File: config.mk
export PLATFORM = sky130hd
export DESIGN_NAME = rx_frame_ctrl
export DESIGN_NICKNAME = d
export VERILOG_FILES = /design/src/rtl/rx_frame_ctrl.sv
export SDC_FILE = /design/constraint.sdc
export NUM_CORES = 1
export LEC_CHECK = 0
export ABC_AREA = 1
export BUFFER_PORTS_ARGS = -buffer_cell sky130_fd_sc_hd__buf_4
export CELL_PAD_IN_SITES_DETAIL_PLACEMENT = 1
export CELL_PAD_IN_SITES_GLOBAL_PLACEMENT = 1
export CORE_MARGIN = 10
export CORE_UTILIZATION = 42
export DETAILED_ROUTE_END_ITERATION = 16
export GPL_TIMING_DRIVEN = 0
export PLACE_DENSITY = 0.91
export RECOVER_POWER = 50
export SKIP_CTS_REPAIR_TIMING = 1
export SYNTH_ARGS = -nofsm -noshare
export SYNTH_HDL_FRONTEND = slang
export SYNTH_SLANG_ARGS = --single-unit
File: constraint.sdc
create_clock -name clk -period 2.3 [get_ports clk]
set_clock_uncertainty 0.1 [all_clocks]
set_input_delay 0.115 -clock clk [delete_from_list [all_inputs] [get_ports clk]]
set_output_delay 0.115 -clock clk [all_outputs]
set_load 0.03 [all_outputs]
File: src/rtl/rx_frame_ctrl.sv
// Framed UART receive sequencer: HEADER, LEN, PAYLOAD[LEN], CSUM -> payload strobes plus frame status.
// Outputs registered, 1 cycle after the byte event; no backpressure, pl_valid is a strobe the consumer must take.
module rx_frame_ctrl #(
  parameter logic [7:0]  HEADER      = 8'hAA,
  parameter int unsigned MAX_LEN     = 16,
  parameter int unsigned TIMEOUT_CYC = 200000
) (
  input  logic        clk,
  input  logic        rst_n,
  input  logic        ctrl_en,
  output logic        rx_en_sig,
  input  logic        rx_done_sig,
  input  logic [7:0]  rx_data,
  output logic [7:0]  pl_data,
  output logic        pl_valid,
  output logic        pl_last,
  output logic        frame_ok,
  output logic        frame_err,
  output logic [1:0]  err_code,
  output logic        busy,
  output logic [15:0] frame_cnt,
  output logic [15:0] err_cnt
);

  localparam int unsigned TW = $clog2(TIMEOUT_CYC + 1);

  localparam logic [1:0] CODE_ABORT = 2'd0;
  localparam logic [1:0] CODE_TMO   = 2'd1;
  localparam logic [1:0] CODE_LEN   = 2'd2;
  localparam logic [1:0] CODE_CSUM  = 2'd3;

  typedef enum logic [2:0] {
    S_IDLE, S_HDR, S_LEN, S_PAY, S_CSUM, S_DONE, S_ERR
  } state_t;

  state_t        state_q, state_d;
  logic          done_q;
  logic [7:0]    len_q, len_d;
  logic [7:0]    sum_q, sum_d;
  logic [7:0]    cnt_q, cnt_d;
  logic [TW-1:0] tmo_q, tmo_d;
  logic [7:0]    pl_data_q, pl_data_d;
  logic          pl_valid_q, pl_valid_d;
  logic          pl_last_q, pl_last_d;
  logic          ok_q, ok_d;
  logic          err_q, err_d;
  logic [1:0]    code_q, code_d;
  logic          busy_q, busy_d;
  logic          rx_en_q, rx_en_d;
  logic [15:0]   frame_cnt_q, frame_cnt_d;
  logic [15:0]   err_cnt_q, err_cnt_d;

  logic byte_ev;
  logic timed;
  logic tmo_hit;

  // Edge detect makes a level-style done count as a single byte.
  assign byte_ev = rx_done_sig & ~done_q;
  assign timed   = (state_q == S_LEN) || (state_q == S_PAY) || (state_q == S_CSUM);
  assign tmo_hit = timed && (tmo_q == TW'(TIMEOUT_CYC - 1));

  always_comb begin
    state_d    = state_q;
    len_d      = len_q;
    sum_d      = sum_q;
    cnt_d      = cnt_q;
    pl_data_d  = pl_data_q;
    pl_valid_d = 1'b0;
    pl_last_d  = 1'b0;
    ok_d       = 1'b0;
    err_d      = 1'b0;
    code_d     = code_q;
    tmo_d      = (!timed || byte_ev) ? '0 : tmo_q + TW'(1);

    if (!ctrl_en) begin
      state_d = S_IDLE;
      if (timed) begin
        err_d  = 1'b1;
        code_d = CODE_ABORT;
      end
    end else begin
      case (state_q)
        S_IDLE: state_d = S_HDR;
        S_HDR: begin
          if (byte_ev && rx_data == HEADER) state_d = S_LEN;
        end
        S_LEN: begin
          if (byte_ev) begin
            len_d = rx_data;
            sum_d = rx_data;
            cnt_d = 8'd0;
            if (rx_data == 8'd0) begin
              state_d = S_CSUM;
            end else if (rx_data > 8'(MAX_LEN)) begin
              state_d = S_ERR;
              err_d   = 1'b1;
              code_d  = CODE_LEN;
            end else begin
              state_d = S_PAY;
            end
          end else if (tmo_hit) begin
            state_d = S_ERR;
            err_d   = 1'b1;
            code_d  = CODE_TMO;
          end
        end
        S_PAY: begin
          if (byte_ev) begin
            pl_data_d  = rx_data;
            pl_valid_d = 1'b1;
            sum_d      = sum_q + rx_data;
            cnt_d      = cnt_q + 8'd1;
            if (cnt_q == len_q - 8'd1) begin
              pl_last_d = 1'b1;
              state_d   = S_CSUM;
            end
          end else if (tmo_hit) begin
            state_d = S_ERR;
            err_d   = 1'b1;
            code_d  = CODE_TMO;
          end
        end
        S_CSUM: begin
          if (byte_ev) begin
            if (rx_data == sum_q) begin
              state_d = S_DONE;
              ok_d    = 1'b1;
            end else begin
              state_d = S_ERR;
              err_d   = 1'b1;
              code_d  = CODE_CSUM;
            end
          end else if (tmo_hit) begin
            state_d = S_ERR;
            err_d   = 1'b1;
            code_d  = CODE_TMO;
          end
        end
        S_DONE:  state_d = S_HDR;
        S_ERR:   state_d = S_HDR;
        default: state_d = S_IDLE;
      endcase
    end

    frame_cnt_d = ok_d ? frame_cnt_q + 16'd1 : frame_cnt_q;
    err_cnt_d   = (err_d && err_cnt_q != 16'hFFFF) ? err_cnt_q + 16'd1 : err_cnt_q;
    // The DONE/ERR cycle drops rx_en for one cycle to re-arm the receiver.
    rx_en_d = (state_d == S_HDR) || (state_d == S_LEN) || (state_d == S_PAY) || (state_d == S_CSUM);
    busy_d  = (state_d == S_LEN) || (state_d == S_PAY) || (state_d == S_CSUM);
  end

  always_ff @(posedge clk) begin
    if (!rst_n) begin
      state_q     <= S_IDLE;
      done_q      <= 1'b0;
      len_q       <= 8'd0;
      sum_q       <= 8'd0;
      cnt_q       <= 8'd0;
      tmo_q       <= '0;
      pl_data_q   <= 8'd0;
      pl_valid_q  <= 1'b0;
      pl_last_q   <= 1'b0;
      ok_q        <= 1'b0;
      err_q       <= 1'b0;
      code_q      <= 2'd0;
      busy_q      <= 1'b0;
      rx_en_q     <= 1'b0;
      frame_cnt_q <= 16'd0;
      err_cnt_q   <= 16'd0;
    end else begin
      state_q     <= state_d;
      done_q      <= rx_done_sig;
      len_q       <= len_d;
      sum_q       <= sum_d;
      cnt_q       <= cnt_d;
      tmo_q       <= tmo_d;
      pl_data_q   <= pl_data_d;
      pl_valid_q  <= pl_valid_d;
      pl_last_q   <= pl_last_d;
      ok_q        <= ok_d;
      err_q       <= err_d;
      code_q      <= code_d;
      busy_q      <= busy_d;
      rx_en_q     <= rx_en_d;
      frame_cnt_q <= frame_cnt_d;
      err_cnt_q   <= err_cnt_d;
    end
  end

  assign rx_en_sig = rx_en_q;
  assign pl_data   = pl_data_q;
  assign pl_valid  = pl_valid_q;
  assign pl_last   = pl_last_q;
  assign frame_ok  = ok_q;
  assign frame_err = err_q;
  assign err_code  = code_q;
  assign busy      = busy_q;
  assign frame_cnt = frame_cnt_q;
  assign err_cnt   = err_cnt_q;

endmodule

* Word-level counts from Yosys, hierarchy flattened
Cells that the tools add are included.
** Cells by class
- Bitwise operators :: 3
- Muxes and demuxes :: 43
- $add $sub $neg :: 6
- Reduce and logical (&&, ||, !) cells :: 24
- Equality and inequality tests :: 22
- Magnitude comparators :: 1
** Operators with widths (number)
- $add 16x1->16 const B :: 2
- $mux 8 :: 4
- $pmux 8 s2 :: 2
- $mux 3 :: 9
- $mux 2 :: 10
- $add 18x1->18 const B :: 1
- $eq 18x18->1 const B :: 1
- $eq 8x8->1 :: 2
- $ne 16x16->1 const B :: 1
- $mux 1 :: 15
- $pmux 3 s5 :: 1
- $eq 3x2->1 const B :: 4
- $eq 3x3->1 const B :: 4
- $reduce_and 3->1 :: 3
- $add 8x1->8 const B :: 1
- $add 8x8->8 :: 1
- $eq 8x8->1 const B :: 1
- $gt 8x5->1 const B :: 1
- $logic_not 8->1 :: 1
- $logic_or 1x1->1 :: 8
- $ne 4x4->1 const B :: 2
- $reduce_and 4->1 :: 2
- $sub 8x1->8 const B :: 1
- $eq 3x1->1 const B :: 2
- 15 further kinds :: 20
** Storage, ports and cells
- Register bits :: 94
- Logic and storage cells :: 115

* Longest topological paths before layout
- Depth in word-level cells :: 12
- Mapped depth :: 18
- Gate-level depth less buffers :: 18

* Least setup slack after synthesis
Ideal clock, no wire load.
- Kind :: register -> register
- Start :: register err_cnt_q[0] (netlist: err_cnt[0])
- End :: register err_cnt_q[4] (netlist: err_cnt[4])
- Data arrival time :: 1.907 ns
- Slack :: 0.161 ns
- Required time :: 2.068 ns
- Buffers on the path :: 1
- Clock period less this slack :: 2.139 ns
- Stages on the path, launching flop included :: 12
- Path through :: dfxtp_1 > ha_1 > inv_1 > nor4_4 > nand2_2 > nor2_2 > nand4_1 > nand3_4 > inv_6 > buf_8 > nand2_1 > a21oi_2
** Between the ends
- Cells in the longest elaborated chain, start to end :: 2
- Elaborated cells on any way between the ends :: 3
- Classes of those cells :: add/sub: 1; eq/ne: 1; reduce/logical: 1
** RTL lines
- start, declared :: RTL line 51 : logic [15:0] err_cnt_q, err_cnt_d;
- start signal, assigned :: RTL line 186 : err_cnt_q <= err_cnt_d;
- parallel branches: the longest is 2 deep, another holds $add 16x1->16
Parallel ways; which one is timed is not known.
A chain may end at the register's enable or synchronous reset.

* Final worst setup path
- Start :: register done_q
- End :: register rx_en_q (netlist: rx_en_sig)
** Between the ends
- Cells in the longest elaborated chain, start to end :: 10
- Elaborated cells on any way between the ends :: 16
- Classes of those cells :: eq/ne: 4; mux: 6; bitwise: 2; reduce/logical: 4
** RTL lines
- start, declared :: RTL line 37 : logic done_q;
- start signal, assigned :: RTL line 172 : done_q <= rx_done_sig;
- $not 1->1 * :: RTL line 58 : assign byte_ev = rx_done_sig & ~done_q;
- $and 1x1->1 * :: RTL line 58
- $logic_and 1x1->1 :: RTL line 85 : if (byte_ev && rx_data == HEADER) state_d = S_LEN;
- $mux 3 :: RTL line 85
- $pmux 3 s5 * :: RTL line 82 : case (state_q)
- $mux 3 * :: RTL line 75 : if (!ctrl_en) begin
- $eq 3x1->1 or $eq 3x2->1 (tied branches) :: RTL line 148 : rx_en_d = (state_d == S_HDR) || (state_d == S_LEN) || (state_d == S_PAY) || (state_d == S_CSUM);
- $logic_or 1x1->1 (2 in a row) :: RTL line 148
- $logic_or 1x1->1 * :: RTL line 148
- end signal, assigned :: RTL line 184 : rx_en_q <= rx_en_d;
- end, declared :: RTL line 49 : logic rx_en_q, rx_en_d;
Every way passes the cells marked *; elsewhere a longest branch is shown, timed or not.

==> reports/results.ini <==
[status]
status=finished with violations
violations=negative hold slack

[min_path]
min-delay-start=rx_data[0]
hold_class=primary input to flip-flop

[sta]
hold_ws_ps=-31.1
relSlewSlack=0.492
worstMarginPinSlew_ps=762
period_needed_ps=2270
hold_violations=4
period_share=0.985
drv_slew=0
timing.fmax_mhz=441
setup_violations=0
setup_tns_ps=0
setup_ws_ps=33.9

[pwr]
powerDensity_nw_per_um2=520
vdd_drop_max_v=0.000575
pwr-share-seq=0.499
p_leak_nw=2.36
p_clk_frac=0.451
power.net_switching_uw=768
combPwrFrac=0.050
sw_frac_of_total=0.235
power.internal_mw=2.50

[layout]
layout.nets=832
area_growth_pct=24.4
fill_cells=1532
antenna_cells=0
final_cell_area_sq_um=6280
drive_gt1_frac=0.182

[grt]
gr-usage-met2=0.331
grt_most_used_layer=met2
grt_usage=0.189
grt_pass1_wl_um=25800
antenna_found_initial=0
use_met1=0.220
overflow=0
grt_use_met3=0.0392
first_global_vias=5345
grt_max_degree=15

[logic_synthesis]
ys_ff_latch=94
synth_area_sq_um=5050
synth_fp_nets=741
synth_edf_count=0
yosys-top-cells-area=dfxtp_1 37%, nand2_1 10%, a21oi_1 8.0%
netlist.area_leader.share=0.373
synth_most_common_cell=nand2_1
synth_top_area_cell=dfxtp_1
synth_cell_type_count=48
syn_inst=716
syn_area_per_cell_sq_um=7.05
synth_seq_area_share=0.373
async_flop_share=0
synthTopCellsByCount=138 x nand2_1, 97 x inv_1, 94 x dfxtp_1
ys.flop_type=dfxtp_1
ys_warn_count=0

[placed_design]
place_area_sq_um=5670
place_ws_ps=-110
gp_congestion=0.885
io_buffers=59
post-dp-hpwl_um=11900

[clocking]
root_buffer=clkbuf_16
cts_tree=done
clock_latency_ps=360
cts_buffers=9
clock_sinks=94
cts_buffer_depth=2
cts_max_level=3
cts.clk_slew.worst_paths_ps=60

[worst_setup_path]
crit_arrival_ps=2390
required_ps=2420
startpoint=done_q
worstSetupPathType=flip-flop to flip-flop
r2r-start=done_q
end_kind=flip-flop
crit_path_start_kind=flip-flop
worstPathMaxFanout=9

[floorplanning]
core_sq_um=11600
num_io_pins=60
fp.dieW_um=130
fp.dieH_um=130
start_util=0.435
rows=39
die_area_sq_um=16800

[drt]
wire_per_inst_um=18.7
antenna_left=0
num_vias=5220
dr.pass1.iters=4
wl_um=17800
vias_per_cell=5.47
drc=0
drtIter0Drc=278

[job]
maxCapViolCount=0

==> metal layers <==
layer | vias up | share of wire
met2 | 107 | 0.53
met3 | 33 | 0.039
met4 | 0 | 0.023
met5 | - | 0
li1 | 2531 | -
met1 | 2549 | 0.41
==> logic make-up after synthesis <==
kind of cell    share of synthesized area
compound gates                      0.153
fa+ha+maj                          0.0337
simple gates                        0.309
flops                               0.373
xor+xnor                           0.0381
buf+inv                            0.0936
==> stage by stage <==
stage / power, mW / cells / util
final: 3.27 / 955 / 0.541
after global routing: 3.37 / 955 / 0.541
after CTS: 3.25 / 934 / 0.513
after detailed placement: 1.80 / 918 / 0.488
after global placement: 1.80 / 918 / 0.488
after floorplan: 1.74 / 716 / -
==> sequential cells by signal, summed over array words and instances, names as in the netlist, 2 cells and up <==
signal,cells
state_q,3
tmo_q,18
cnt_q,8
sum_q,8
frame_cnt,16
len_q,8
err_code,2
err_cnt,16
pl_data,8
==> cell usage in the layout (no fill, tap or decap), drive strengths merged, types with 2 or more instances in the layout <==
cell         count
and2             2
xor2            10
nand4           12
nor2            85
clkbuf          62
nand3b           3
a21oi           83
dfxtp           94
o21ai           54
ha              12
xnor2           12
nor3b            2
o21a             2
nor3            31
inv            103
nor4             7
clkinv           4
nand2          141
dlygate4sd3      4
buf             41
nand3           37
==> layout make-up <==
type / count / area [sq um] / area share
repair buffers: 79 / 482 / 0.0766
inverters: 104 / 398 / 0.0633
clock buffers: 13 / 270 / 0.0430
repair inverters: 1 / 5.00 / 0.000796
well taps: 143 / 179 / 0.0285
flip-flops and latches: 94 / 1910 / 0.303
plain buffers: 15 / 78.8 / 0.0125
multi-input cells: 503 / 2950 / 0.469
clock inverters: 3 / 17.5 / 0.00279
==> path summary, 6_finish.rpt <==
check	endpoint	slack (ps)	cells past startpoint
max	rx_en_sig	30	10
max reg2reg	rx_en_sig	30	10
min reg2reg	tmo_q[0]	350	1
min	sum_q[0]	-30	3
==> critical path: stages (launching register included) <==
cell and delay, ps:
dfxtp_1 320, nor2_4 240, nand4_1 110, nor4_1 540
nor2_1 150, a21oi_1 200, nand2_1 130, nand2_2 130
nand2_1 70, nand2_1 70, a21oi_2 50
==> power groups by stage <==
stage / Combinational (mW) / Sequential [mW] / Clock [mW]
finish: 0.164 / 1.63 / 1.47
global route: 0.176 / 1.63 / 1.57
CTS: 0.133 / 1.63 / 1.48
detailed placement: 0.130 / 1.67 / 0
global placement: 0.125 / 1.67 / 0
floorplan: 0.0702 / 1.67 / 0
Power figures use the tool's default switching activity.
